$ cat src/rtl/cr_ahbl_req_arb_mc_pkg.sv
// Shared constants for the BIU request arbiter: arbitration modes, fixed
// AHB-Lite attribute widths and the owner-index width helper.
package cr_ahbl_req_arb_mc_pkg;
  localparam int ARB_MODE_FIXED = 0;
  localparam int ARB_MODE_RR    = 1;
  localparam int PROT_W         = 4;
  localparam int SIZE_W         = 2;

  function automatic int owner_w(input int n);
    return (n > 1) ? $clog2(n) : 1;
  endfunction
endpackage

$ cat src/rtl/cr_ahbl_req_arb_mc_if.sv
// Request/response channel between the arbiter and the single AHB-Lite
// master interface of the BIU.
interface cr_ahbl_req_arb_mc_if
  import cr_ahbl_req_arb_mc_pkg::*;
#(
  parameter int ADDR_W = 32,
  parameter int DATA_W = 32
);
  logic              cpu_req;
  logic [ADDR_W-1:0] cpu_addr;
  logic [PROT_W-1:0] cpu_prot;
  logic [SIZE_W-1:0] cpu_size;
  logic              cpu_write;
  logic [DATA_W-1:0] cpu_wdata;
  logic              cpu_req_grnt;
  logic              cpu_trans_cmplt;
  logic              cpu_data_vld;
  logic              cpu_acc_err;
  logic [DATA_W-1:0] cpu_rdata;

  modport master (
    output cpu_req, cpu_addr, cpu_prot, cpu_size, cpu_write, cpu_wdata,
    input  cpu_req_grnt, cpu_trans_cmplt, cpu_data_vld, cpu_acc_err, cpu_rdata
  );

  modport slave (
    input  cpu_req, cpu_addr, cpu_prot, cpu_size, cpu_write, cpu_wdata,
    output cpu_req_grnt, cpu_trans_cmplt, cpu_data_vld, cpu_acc_err, cpu_rdata
  );
endinterface

$ cat src/rtl/cr_ahbl_owner_fifo.sv
// Owner-index FIFO: remembers which master owns each granted address phase
// so data-phase responses can be routed back in order.
module cr_ahbl_owner_fifo #(
  parameter int DEPTH = 2,
  parameter int WIDTH = 2
) (
  input  logic             ahbl_gated_clk,
  input  logic             cpurst_b,
  input  logic             push,
  input  logic [WIDTH-1:0] push_data,
  input  logic             pop,
  output logic [WIDTH-1:0] head,
  output logic             full,
  output logic             empty,
  output logic [2:0]       cnt
);
  localparam int PTR_W = (DEPTH > 1) ? $clog2(DEPTH) : 1;

  logic [WIDTH-1:0] mem [DEPTH];
  logic [PTR_W-1:0] wr_ptr, rd_ptr;
  logic             do_push, do_pop;

  function automatic logic [PTR_W-1:0] next_ptr(input logic [PTR_W-1:0] p);
    return (p == PTR_W'(DEPTH - 1)) ? '0 : p + 1'b1;
  endfunction

  assign full    = (cnt == 3'(DEPTH));
  assign empty   = (cnt == 3'd0);
  // A pop in the same cycle frees the slot a full FIFO needs for the push.
  assign do_pop  = pop && !empty;
  assign do_push = push && (!full || do_pop);
  assign head    = mem[rd_ptr];

  always_ff @(posedge ahbl_gated_clk or negedge cpurst_b) begin
    if (!cpurst_b) begin
      wr_ptr <= '0;
      rd_ptr <= '0;
      cnt    <= 3'd0;
    end else begin
      if (do_push) wr_ptr <= next_ptr(wr_ptr);
      if (do_pop)  rd_ptr <= next_ptr(rd_ptr);
      case ({do_push, do_pop})
        2'b10:   cnt <= cnt + 3'd1;
        2'b01:   cnt <= cnt - 3'd1;
        default: cnt <= cnt;
      endcase
    end
  end

  always_ff @(posedge ahbl_gated_clk) begin
    if (do_push) mem[wr_ptr] <= push_data;
  end
endmodule

$ cat src/rtl/cr_ahbl_req_arb_mc.sv
// N-master request arbiter in front of the BIU AHB-Lite master interface:
// fixed-priority or round-robin selection, grant-pending lock, owner tracking.
module cr_ahbl_req_arb_mc
  import cr_ahbl_req_arb_mc_pkg::*;
#(
  parameter int NUM_MST     = 3,
  parameter int ADDR_W      = 32,
  parameter int DATA_W      = 32,
  parameter int ARB_MODE    = ARB_MODE_FIXED,
  parameter int OUTST_DEPTH = 2
) (
  input  logic                        ahbl_gated_clk,
  input  logic                        cpurst_b,
  input  logic [NUM_MST-1:0]          mst_req,
  input  logic [NUM_MST*ADDR_W-1:0]   mst_addr,
  input  logic [NUM_MST*PROT_W-1:0]   mst_prot,
  input  logic [NUM_MST*SIZE_W-1:0]   mst_size,
  input  logic [NUM_MST-1:0]          mst_write,
  input  logic [NUM_MST*DATA_W-1:0]   mst_wdata,
  output logic [NUM_MST-1:0]          mst_grnt,
  output logic [NUM_MST-1:0]          mst_trans_cmplt,
  output logic [NUM_MST-1:0]          mst_data_vld,
  output logic [NUM_MST-1:0]          mst_acc_err,
  output logic [DATA_W-1:0]           mst_rdata,
  cr_ahbl_req_arb_mc_if.master        cpu,
  output logic                        arb_lock,
  output logic [2:0]                  arb_outst_cnt
);
  localparam int OWNER_W = owner_w(NUM_MST);

  logic [OWNER_W-1:0] sel, lock_idx, rr_ptr, head;
  logic               fifo_full, fifo_empty, grant;
  logic [NUM_MST-1:0] head_oh;

  always_comb begin : select
    logic [OWNER_W-1:0] start, cand;
    logic               found;
    start = (ARB_MODE == ARB_MODE_RR) ? rr_ptr : '0;
    sel   = '0;
    cand  = '0;
    found = 1'b0;
    if (arb_lock) begin
      sel = lock_idx;
    end else begin
      for (int k = 0; k < NUM_MST; k++) begin
        cand = OWNER_W'((int'(start) + k) % NUM_MST);
        if (!found && mst_req[cand]) begin
          sel   = cand;
          found = 1'b1;
        end
      end
    end
  end

  // Reset gates the request so every output drops asynchronously with cpurst_b.
  assign cpu.cpu_req   = cpurst_b && (|mst_req) && !(fifo_full && !cpu.cpu_trans_cmplt);
  assign grant         = cpu.cpu_req && cpu.cpu_req_grnt;
  assign cpu.cpu_addr  = cpu.cpu_req ? mst_addr[sel*ADDR_W +: ADDR_W] : '0;
  assign cpu.cpu_prot  = cpu.cpu_req ? mst_prot[sel*PROT_W +: PROT_W] : '0;
  assign cpu.cpu_size  = cpu.cpu_req ? mst_size[sel*SIZE_W +: SIZE_W] : '0;
  assign cpu.cpu_write = cpu.cpu_req && mst_write[sel];
  assign mst_grnt      = grant ? (NUM_MST'(1) << sel) : '0;

  always_ff @(posedge ahbl_gated_clk or negedge cpurst_b) begin
    if (!cpurst_b) begin
      arb_lock <= 1'b0;
      lock_idx <= '0;
      rr_ptr   <= '0;
    end else begin
      if (grant) rr_ptr <= (sel == OWNER_W'(NUM_MST - 1)) ? '0 : sel + 1'b1;
      if (arb_lock) begin
        // A locked master withdrawing its request is tolerated: re-arbitrate.
        if (grant || !mst_req[lock_idx]) arb_lock <= 1'b0;
      end else if (cpu.cpu_req && !cpu.cpu_req_grnt) begin
        arb_lock <= 1'b1;
        lock_idx <= sel;
      end
    end
  end

  cr_ahbl_owner_fifo #(
    .DEPTH (OUTST_DEPTH),
    .WIDTH (OWNER_W)
  ) u_owner_fifo (
    .ahbl_gated_clk (ahbl_gated_clk),
    .cpurst_b       (cpurst_b),
    .push           (grant),
    .push_data      (sel),
    .pop            (cpu.cpu_trans_cmplt),
    .head           (head),
    .full           (fifo_full),
    .empty          (fifo_empty),
    .cnt            (arb_outst_cnt)
  );

  // Responses with no outstanding owner are dropped.
  assign head_oh         = fifo_empty ? '0 : (NUM_MST'(1) << head);
  assign mst_trans_cmplt = cpu.cpu_trans_cmplt ? head_oh : '0;
  assign mst_data_vld    = cpu.cpu_data_vld    ? head_oh : '0;
  assign mst_acc_err     = cpu.cpu_acc_err     ? head_oh : '0;
  assign mst_rdata       = cpurst_b ? cpu.cpu_rdata : '0;
  assign cpu.cpu_wdata   = fifo_empty ? '0 : mst_wdata[head*DATA_W +: DATA_W];
endmodule

$ cat src/flat_wrapper.sv
// flat-port wrapper written by rule: the top's interface ports become plain ports
module cr_ahbl_req_arb_mc_flat import cr_ahbl_req_arb_mc_pkg::*;
#(
  parameter int NUM_MST     = 3,
  parameter int ADDR_W      = 32,
  parameter int DATA_W      = 32,
  parameter int ARB_MODE    = ARB_MODE_FIXED,
  parameter int OUTST_DEPTH = 2
)
  (ahbl_gated_clk, cpurst_b, mst_req, mst_addr, mst_prot, mst_size, mst_write, mst_wdata, mst_grnt, mst_trans_cmplt, mst_data_vld, mst_acc_err, mst_rdata, arb_lock, arb_outst_cnt, cpu_cpu_req, cpu_cpu_addr, cpu_cpu_prot, cpu_cpu_size, cpu_cpu_write, cpu_cpu_wdata, cpu_cpu_req_grnt, cpu_cpu_trans_cmplt, cpu_cpu_data_vld, cpu_cpu_acc_err, cpu_cpu_rdata);
  cr_ahbl_req_arb_mc_if #(.ADDR_W(ADDR_W), .DATA_W(DATA_W)) cpu_i ();
  input  logic ahbl_gated_clk;
  input  logic cpurst_b;
  input  logic [NUM_MST-1:0] mst_req;
  input  logic [NUM_MST*ADDR_W-1:0] mst_addr;
  input  logic [NUM_MST*PROT_W-1:0] mst_prot;
  input  logic [NUM_MST*SIZE_W-1:0] mst_size;
  input  logic [NUM_MST-1:0] mst_write;
  input  logic [NUM_MST*DATA_W-1:0] mst_wdata;
  output logic [NUM_MST-1:0] mst_grnt;
  output logic [NUM_MST-1:0] mst_trans_cmplt;
  output logic [NUM_MST-1:0] mst_data_vld;
  output logic [NUM_MST-1:0] mst_acc_err;
  output logic [DATA_W-1:0] mst_rdata;
  output logic arb_lock;
  output logic [2:0] arb_outst_cnt;
  output wire logic [$bits(cpu_i.cpu_req)-1:0] cpu_cpu_req;
  output wire logic [$bits(cpu_i.cpu_addr)-1:0] cpu_cpu_addr;
  output wire logic [$bits(cpu_i.cpu_prot)-1:0] cpu_cpu_prot;
  output wire logic [$bits(cpu_i.cpu_size)-1:0] cpu_cpu_size;
  output wire logic [$bits(cpu_i.cpu_write)-1:0] cpu_cpu_write;
  output wire logic [$bits(cpu_i.cpu_wdata)-1:0] cpu_cpu_wdata;
  input wire logic [$bits(cpu_i.cpu_req_grnt)-1:0] cpu_cpu_req_grnt;
  input wire logic [$bits(cpu_i.cpu_trans_cmplt)-1:0] cpu_cpu_trans_cmplt;
  input wire logic [$bits(cpu_i.cpu_data_vld)-1:0] cpu_cpu_data_vld;
  input wire logic [$bits(cpu_i.cpu_acc_err)-1:0] cpu_cpu_acc_err;
  input wire logic [$bits(cpu_i.cpu_rdata)-1:0] cpu_cpu_rdata;
  assign cpu_cpu_req = cpu_i.cpu_req;
  assign cpu_cpu_addr = cpu_i.cpu_addr;
  assign cpu_cpu_prot = cpu_i.cpu_prot;
  assign cpu_cpu_size = cpu_i.cpu_size;
  assign cpu_cpu_write = cpu_i.cpu_write;
  assign cpu_cpu_wdata = cpu_i.cpu_wdata;
  assign cpu_i.cpu_req_grnt = cpu_cpu_req_grnt;
  assign cpu_i.cpu_trans_cmplt = cpu_cpu_trans_cmplt;
  assign cpu_i.cpu_data_vld = cpu_cpu_data_vld;
  assign cpu_i.cpu_acc_err = cpu_cpu_acc_err;
  assign cpu_i.cpu_rdata = cpu_cpu_rdata;
  cr_ahbl_req_arb_mc #(.NUM_MST(NUM_MST), .ADDR_W(ADDR_W), .DATA_W(DATA_W), .ARB_MODE(ARB_MODE), .OUTST_DEPTH(OUTST_DEPTH)) u_core (.ahbl_gated_clk(ahbl_gated_clk), .cpurst_b(cpurst_b), .mst_req(mst_req), .mst_addr(mst_addr), .mst_prot(mst_prot), .mst_size(mst_size), .mst_write(mst_write), .mst_wdata(mst_wdata), .mst_grnt(mst_grnt), .mst_trans_cmplt(mst_trans_cmplt), .mst_data_vld(mst_data_vld), .mst_acc_err(mst_acc_err), .mst_rdata(mst_rdata), .cpu(cpu_i), .arb_lock(arb_lock), .arb_outst_cnt(arb_outst_cnt));
endmodule
$ cat config.mk
export PLATFORM = sky130hd
export DESIGN_NAME = cr_ahbl_req_arb_mc_flat
export DESIGN_NICKNAME = d
export VERILOG_FILES = /design/src/rtl/cr_ahbl_req_arb_mc_pkg.sv /design/src/rtl/cr_ahbl_req_arb_mc_if.sv /design/src/rtl/cr_ahbl_owner_fifo.sv /design/src/rtl/cr_ahbl_req_arb_mc.sv /design/src/flat_wrapper.sv
export SDC_FILE = /design/constraint.sdc
export NUM_CORES = 1
export LEC_CHECK = 0
export ABC_AREA = 0
export CAP_MARGIN = 40
export CORE_AREA = 3 3 146 148
export DETAILED_ROUTE_END_ITERATION = 12
export DIE_AREA = 0 0 149 151
export PLACE_DENSITY = 0.48
export SLEW_MARGIN = 20
export SYNTH_ARGS = -nofsm -noshare
export SYNTH_HDL_FRONTEND = slang
export SYNTH_SLANG_ARGS = --single-unit
$ cat constraint.sdc
create_clock -name ahbl_gated_clk -period 3.2 [get_ports ahbl_gated_clk]
set_clock_uncertainty 0.15 [all_clocks]
set_input_delay 0.48 -clock ahbl_gated_clk [delete_from_list [all_inputs] [get_ports ahbl_gated_clk]]
set_output_delay 0.48 -clock ahbl_gated_clk [all_outputs]
set_load 0.03 [all_outputs]
# [Word level (Yosys, flattened, before mapping)]
# Memory sizes are Yosys's and may differ from the RTL's.
# Index checks and enable logic that the tools add are counted.
[word_totals] ff_bits=8 ramBits=4 input_bits=254 output_inout_bits=120 wordCells=75 mem_count=1
[memory_table] name="u_core.u_owner_fifo.mem" depth=2 word_bits=2 read_ports=1 rd_clocked_by_memory_dff=0 write_ports=1 line="cr_ahbl_owner_fifo.sv:19" text="logic [WIDTH-1:0] mem [DEPTH];"
[classes] addsub=4 order_cmp=2 eq_ne=3 shift=6 muxes=29 bitwise_logic=1 n_reduce_logical=24
[ops] cell="$shiftx 96x8->32" n=2
[ops] cell="$mux 32" n=3
[ops] cell="$mux 3" n=5
[ops] cell="$mux 1" n=14
[ops] cell="$shiftx 12x5->4" n=1
[ops] cell="$logic_and 1x1->1" n=10
[ops] cell="$logic_not 1->1" n=8
[ops] cell="$lt 2x3->1 const B" n=2
[ops] cell="$mux 2" n=3
[ops] cell="$pmux 3 s2" n=1
[ops] cell="$shiftx 6x4->2" n=1
[ops] cell="$shl 1x2->3 const A" n=2
[ops] cell="$bmux 1 s2" n=2
[ops] cell="$mux 4" n=1
[ops] cell="$add 3x1->3 const B" n=1
[ops] cell="$eq 3x2->1 const B" n=1
[ops] cell="$logic_not 3->1" n=1
[ops] cell="$reduce_or 3->1" n=1
[ops] cell="$sub 3x1->3 const B" n=1
[ops] cell="$add 1x1->1 const B" n=2
[ops] cell="$eq 2x1->1 const B" n=1
[ops] cell="$eq 2x2->1 const B" n=1
[ops] cell="$logic_or 1x1->1" n=2
[ops] cell="$reduce_and 2->1" n=1
[ops] cell="2 further kinds" n=2

# [Logic depth before layout (Yosys ltp)]
[logic_depth] ltp_word=13 ltp_mapped=10

# [Cells and area by module]
# From an unflattened synthesis, not the netlist that was laid out.
[unflattened] cells_unflattened=615 hier_area_um2=4438.0
[by_module_without_submodules] mod="cr_ahbl_req_arb_mc" instances=1 cells_per_inst=564 area_each_um2=3902.5 seq_area_each_um2=75.1
[by_module_without_submodules] mod="cr_ahbl_owner_fifo" instances=1 cells_per_inst=51 area_each_um2=535.5 seq_area_each_um2=245.2

# [Worst setup path before layout]
# OpenSTA, ideal clock, no wires.
[synth_timing] path_type="register to output" startpoint="reg u_core.arb_lock" endpoint="out mst_grnt[1]" arrival_ps=2160 required_time_ps=2570 slack_ps=410 path_stages_with_launch=7 n_path_buf=3 path_cell_list="dfrtp_1 buf_2 or3b_1 clkbuf_1 buf_2 nand2_1 nor3b_1"
[synth_via] elab_chain_cells=3
[synth_rtl] item="start: declaration" line="cr_ahbl_req_arb_mc.sv:26" text="output logic arb_lock,"
[synth_rtl] item="start signal: assignment" line="cr_ahbl_req_arb_mc.sv:66" text="arb_lock <= 1'b0;"
[synth_rtl] item="start signal: assignment" line="cr_ahbl_req_arb_mc.sv:73" text="if (grant || !mst_req[lock_idx]) arb_lock <= 1'b0;"
[synth_rtl] item="start signal: assignment" line="cr_ahbl_req_arb_mc.sv:75" text="arb_lock <= 1'b1;"
[synth_rtl] item="$mux 2" line="cr_ahbl_req_arb_mc.sv:42" text="if (arb_lock) begin"
[synth_rtl] item="net u_core.sel[0]" line="cr_ahbl_req_arb_mc.sv:31" text="logic [OWNER_W-1:0] sel, lock_idx, rr_ptr, head;"
[synth_rtl] item="$shl 1x2->3" line="cr_ahbl_req_arb_mc.sv:62" text="assign mst_grnt = grant ? (NUM_MST'(1) << sel) : '0;"
[synth_rtl] item="$mux 3" line="cr_ahbl_req_arb_mc.sv:62"
[synth_rtl] item="end: declaration" line="flat_wrapper.sv:20" text="output logic [NUM_MST-1:0] mst_grnt;"
# The timed path passes the listed nets, and every way through them passes these cells.

# [Final worst setup path]
[layout_timing] startpoint="in cpu_cpu_trans_cmplt" endpoint="out cpu_cpu_addr[30]"
[layout_via] elab_chain_cells=5
[layout_rtl] item="start: declaration" line="flat_wrapper.sv:34" text="input wire logic [$bits(cpu_i.cpu_trans_cmplt)-1:0] cpu_cpu_trans_cmplt;"
[layout_rtl] item="$logic_not 1->1" line="cr_ahbl_req_arb_mc.sv:56" text="assign cpu.cpu_req = cpurst_b && (|mst_req) && !(fifo_full && !cpu.cpu_trans_cmplt);"
[layout_rtl] item="$logic_and 1x1->1" line="cr_ahbl_req_arb_mc.sv:56"
[layout_rtl] item="$logic_not 1->1" line="cr_ahbl_req_arb_mc.sv:56"
[layout_rtl] item="$logic_and 1x1->1" line="cr_ahbl_req_arb_mc.sv:56"
[layout_rtl] item="$mux 32" line="cr_ahbl_req_arb_mc.sv:58" text="assign cpu.cpu_addr = cpu.cpu_req ? mst_addr[sel*ADDR_W +: ADDR_W] : '0;"
[layout_rtl] item="end: declaration" line="flat_wrapper.sv:28" text="output wire logic [$bits(cpu_i.cpu_addr)-1:0] cpu_cpu_addr;"
# No other way between the ends.

==> run metrics <==
DP Area 6850 um2; FF+latch count, synth 12; outcome complete, no violations; Port Buffer Count between 300 and 400; final setup violation count 0; min-delay worst type register to register; fmax between 300 and 400 MHz; drt first-iter violations 143; DP Wirelength 15.2 mm; Synthesized Nets 698; initial antenna violation count 1; vias 4599; clock sinks 12; first-pass GRT wire length 26.4 mm; Post-Synth XOR/XNOR Area 0.0147; remaining global-route overflow 0; DRC 0; CTS tree built; PostCTS Resize Cnt 0; Pwr Total 3.80 mW; crit path launch type primary input; Filler cells 2167; area share of fa/ha/maj cells after synthesis 0.0109; number of distinct library cells after synthesis 36; Longest Clk Path Bufs 2; clock network power share 0.061; Sw Pwr roughly 2.0 mW; sequential power share 0.082; chip height 151 um; Synth Area in Simple Gates 0.293; post-synthesis cell area 2980 um2; routability congestion estimate 0.741; Reg area 320 um2; Setup TNS Final 0 ps; Post-Synthesis Cells 442; largest net degree at the start of global routing 43; worst path required time about 2600 ps; Crit. End Element primary output; CP Max Fanout 42; n_diodes 0; Slew Limit Headroom 0.678; Worst-path clk slew roughly 40 ps; Peak VDD IR 0.148 mV; main combinational cell family by area after synthesis compound AO/OA/AOI/OAI gates; Die ar. 22500 um2; compound-cell area share of the yosys netlist 0.330; routed wire length 18.3 mm; Hold Vio Cnt, Final 0; Hold-fix buffers, CTS 0; Core ar. 20200 um2; min Tclk post-route 3020 ps; Die X roughly 150 um; Setup Fix Bufs, Post-CTS 0; Sw Share 0.524; critical path data arrival time 2390 ps; layout cell share with drive strength beyond 1 0.232; total CTS buffers 3; Gate power share 0.857; post-route ant nets 0; post-synthesis mux area share 0.142; Int Pwr 1.81 mW; DRT Pass-1 Iters 4; GRT Total Usage 0.149; Ys Warns 0; power density over the cells 549 nW/um2; Final period util 0.944; combined area of the multi-input logic cells 2380 um2; setup repair after global routing missed its margin no; routed len/inst 17.1 um; Max Cap Viol 0; vias in the first global route 4638; Initial Utilization 0.148; Avg Inst Size Synth ~6.7 um2; Slew Limit Fails 0; kind of critical path primary input to primary output; sequential area share after synthesis 0.108; Leak 2.97 nW; worst-skew pair later-pin latency 240 ps; Top-Level Pins between 300 and 400; post-route cell area approximately 7000 um2; Root Driver clkbuf_16; final net count about 1100; area grow syn2layout 133%; htree depth 1; Worst-Margin Slew 484 ps; detail-routed via count per cell 4.31; row cnt 52
-- per-stage QoR --
step	hold WS, ps	worst slack [ps]	instances	util
finish	351	179	1068	0.343
global route	381	76.0	1068	0.343
CTS	343	157	1068	0.343
detailed placement	336	144	1064	0.340
global placement	341	180	1064	0.340
floorplan	34.4	410	442	-
-- critical path: stages --
cell	delay, ps
clkdlybuf4s50_1	420
or4b_4	580
o311ai_4	90
buf_4	450
a21oi_1	110
buf_4	200
-- logic make-up after synthesis --
logic type      count (synthesis)
flops                          12
mux                            38
fa+ha+maj                       2
simple gates                  179
buf+inv                        53
xor+xnor                        5
compound gates                153
-- cells in the final DEF, fill, tap and decap left out, drive strengths merged --
cell	Yosys	layout
a21o	39	39
a21oi	39	39
a22oi	32	32
and2	35	35
and3	2	2
buf	25	136
clkbuf	22	3
clkdlybuf4s50	0	263
clkinv	0	1
dfrtp	8	8
edfxtp	4	4
fa	1	1
ha	1	1
inv	6	6
mux2	35	35
mux2i	3	3
nand2	50	50
nand3	39	39
nor2	41	41
nor3	6	6
nor3b	2	2
o21a	1	1
o21ai	40	40
o221ai	1	1
o311ai	1	1
or3	1	1
or3b	1	1
or4b	2	2
xnor2	3	3
xor2	2	2
-- cell type report --
type / count / share of cell area
clock buffers: 3 / 0.0108
inverters: 6 / 0.00325
flip-flops and latches: 12 / 0.0462
multi-input cells: 377 / 0.343
clock inverters: 1 / 0.000542
repair buffers: 399 / 0.547
well taps: 270 / 0.0488
-- synth_stat cells, drive strengths merged --
| library cell | n | area share |
|---|---|---|
| o221ai | 1 | 0.0029 |
| a21o | 39 | 0.098 |
| o21ai | 40 | 0.071 |
| o311ai | 1 | 0.0088 |
| o21a | 1 | 0.0025 |
| xor2 | 2 | 0.0059 |
| nor3 | 6 | 0.012 |
| xnor2 | 3 | 0.0088 |
| dfrtp | 8 | 0.067 |
| or3 | 1 | 0.0021 |
| and3 | 2 | 0.0042 |
| fa | 1 | 0.0067 |
| nor2 | 41 | 0.052 |
| mux2 | 35 | 0.13 |
| or4b | 2 | 0.0092 |
| and2 | 35 | 0.074 |
| nor3b | 2 | 0.0067 |
| buf | 25 | 0.066 |
| a21oi | 39 | 0.066 |
| or3b | 1 | 0.0029 |
| mux2i | 3 | 0.010 |
| ha | 1 | 0.0042 |
| inv | 6 | 0.0076 |
| a22oi | 32 | 0.081 |
| edfxtp | 4 | 0.040 |
| clkbuf | 22 | 0.028 |
| nand2 | 50 | 0.065 |
| nand3 | 39 | 0.066 |
-- flip-flops by register name (all words and copies together) (netlist names) --
signal / flops
u_core.u_owner_fifo.mem: 4
u_core.u_owner_fifo.cnt: 3
u_core.lock_idx: 2
u_core.arb_lock: 1
u_core.u_owner_fifo.rd_ptr: 1
u_core.u_owner_fifo.wr_ptr: 1
-- power groups by stage --
stage	Clock, mW	Sequential, mW	Combinational (mW)
global placement	0	0.309	3.31
global route	0.252	0.321	3.51
detailed placement	0	0.311	3.30
finish	0.234	0.311	3.26
floorplan	0	0.321	1.94
CTS	0.243	0.310	3.31
-- metal layers --
layer	GRT usage	up-vias	wire [um]
li1	-	2277	-
met1	0.171	2084	7220
met2	0.277	227	9150
met3	0.0392	9	1740
met4	0.0284	2	163
met5	0	-	13
-- worst paths after layout --
kind                                                        start                                     end  slack, ps  cells past startpoint
setup / recovery                              cpu_cpu_trans_cmplt                        cpu_cpu_addr[30]        180                      6
hold / removal             u_core.u_owner_fifo.wr_ptr$_DFFE_PN0P_  u_core.u_owner_fifo.wr_ptr$_DFFE_PN0P_        350                      1
setup reg to reg           u_core.u_owner_fifo.cnt[0]$_DFFE_PN0P_  u_core.u_owner_fifo.cnt[2]$_DFFE_PN0P_        600                     10
hold reg to reg            u_core.u_owner_fifo.wr_ptr$_DFFE_PN0P_  u_core.u_owner_fifo.wr_ptr$_DFFE_PN0P_        350                      1
max in group asynchronous                                cpurst_b          u_core.lock_idx[1]$_DFFE_PN0P_       2040                      2
min in group asynchronous                                cpurst_b  u_core.u_owner_fifo.rd_ptr$_DFFE_PN0P_        610                      2
(Power assumes the default switching activity.)
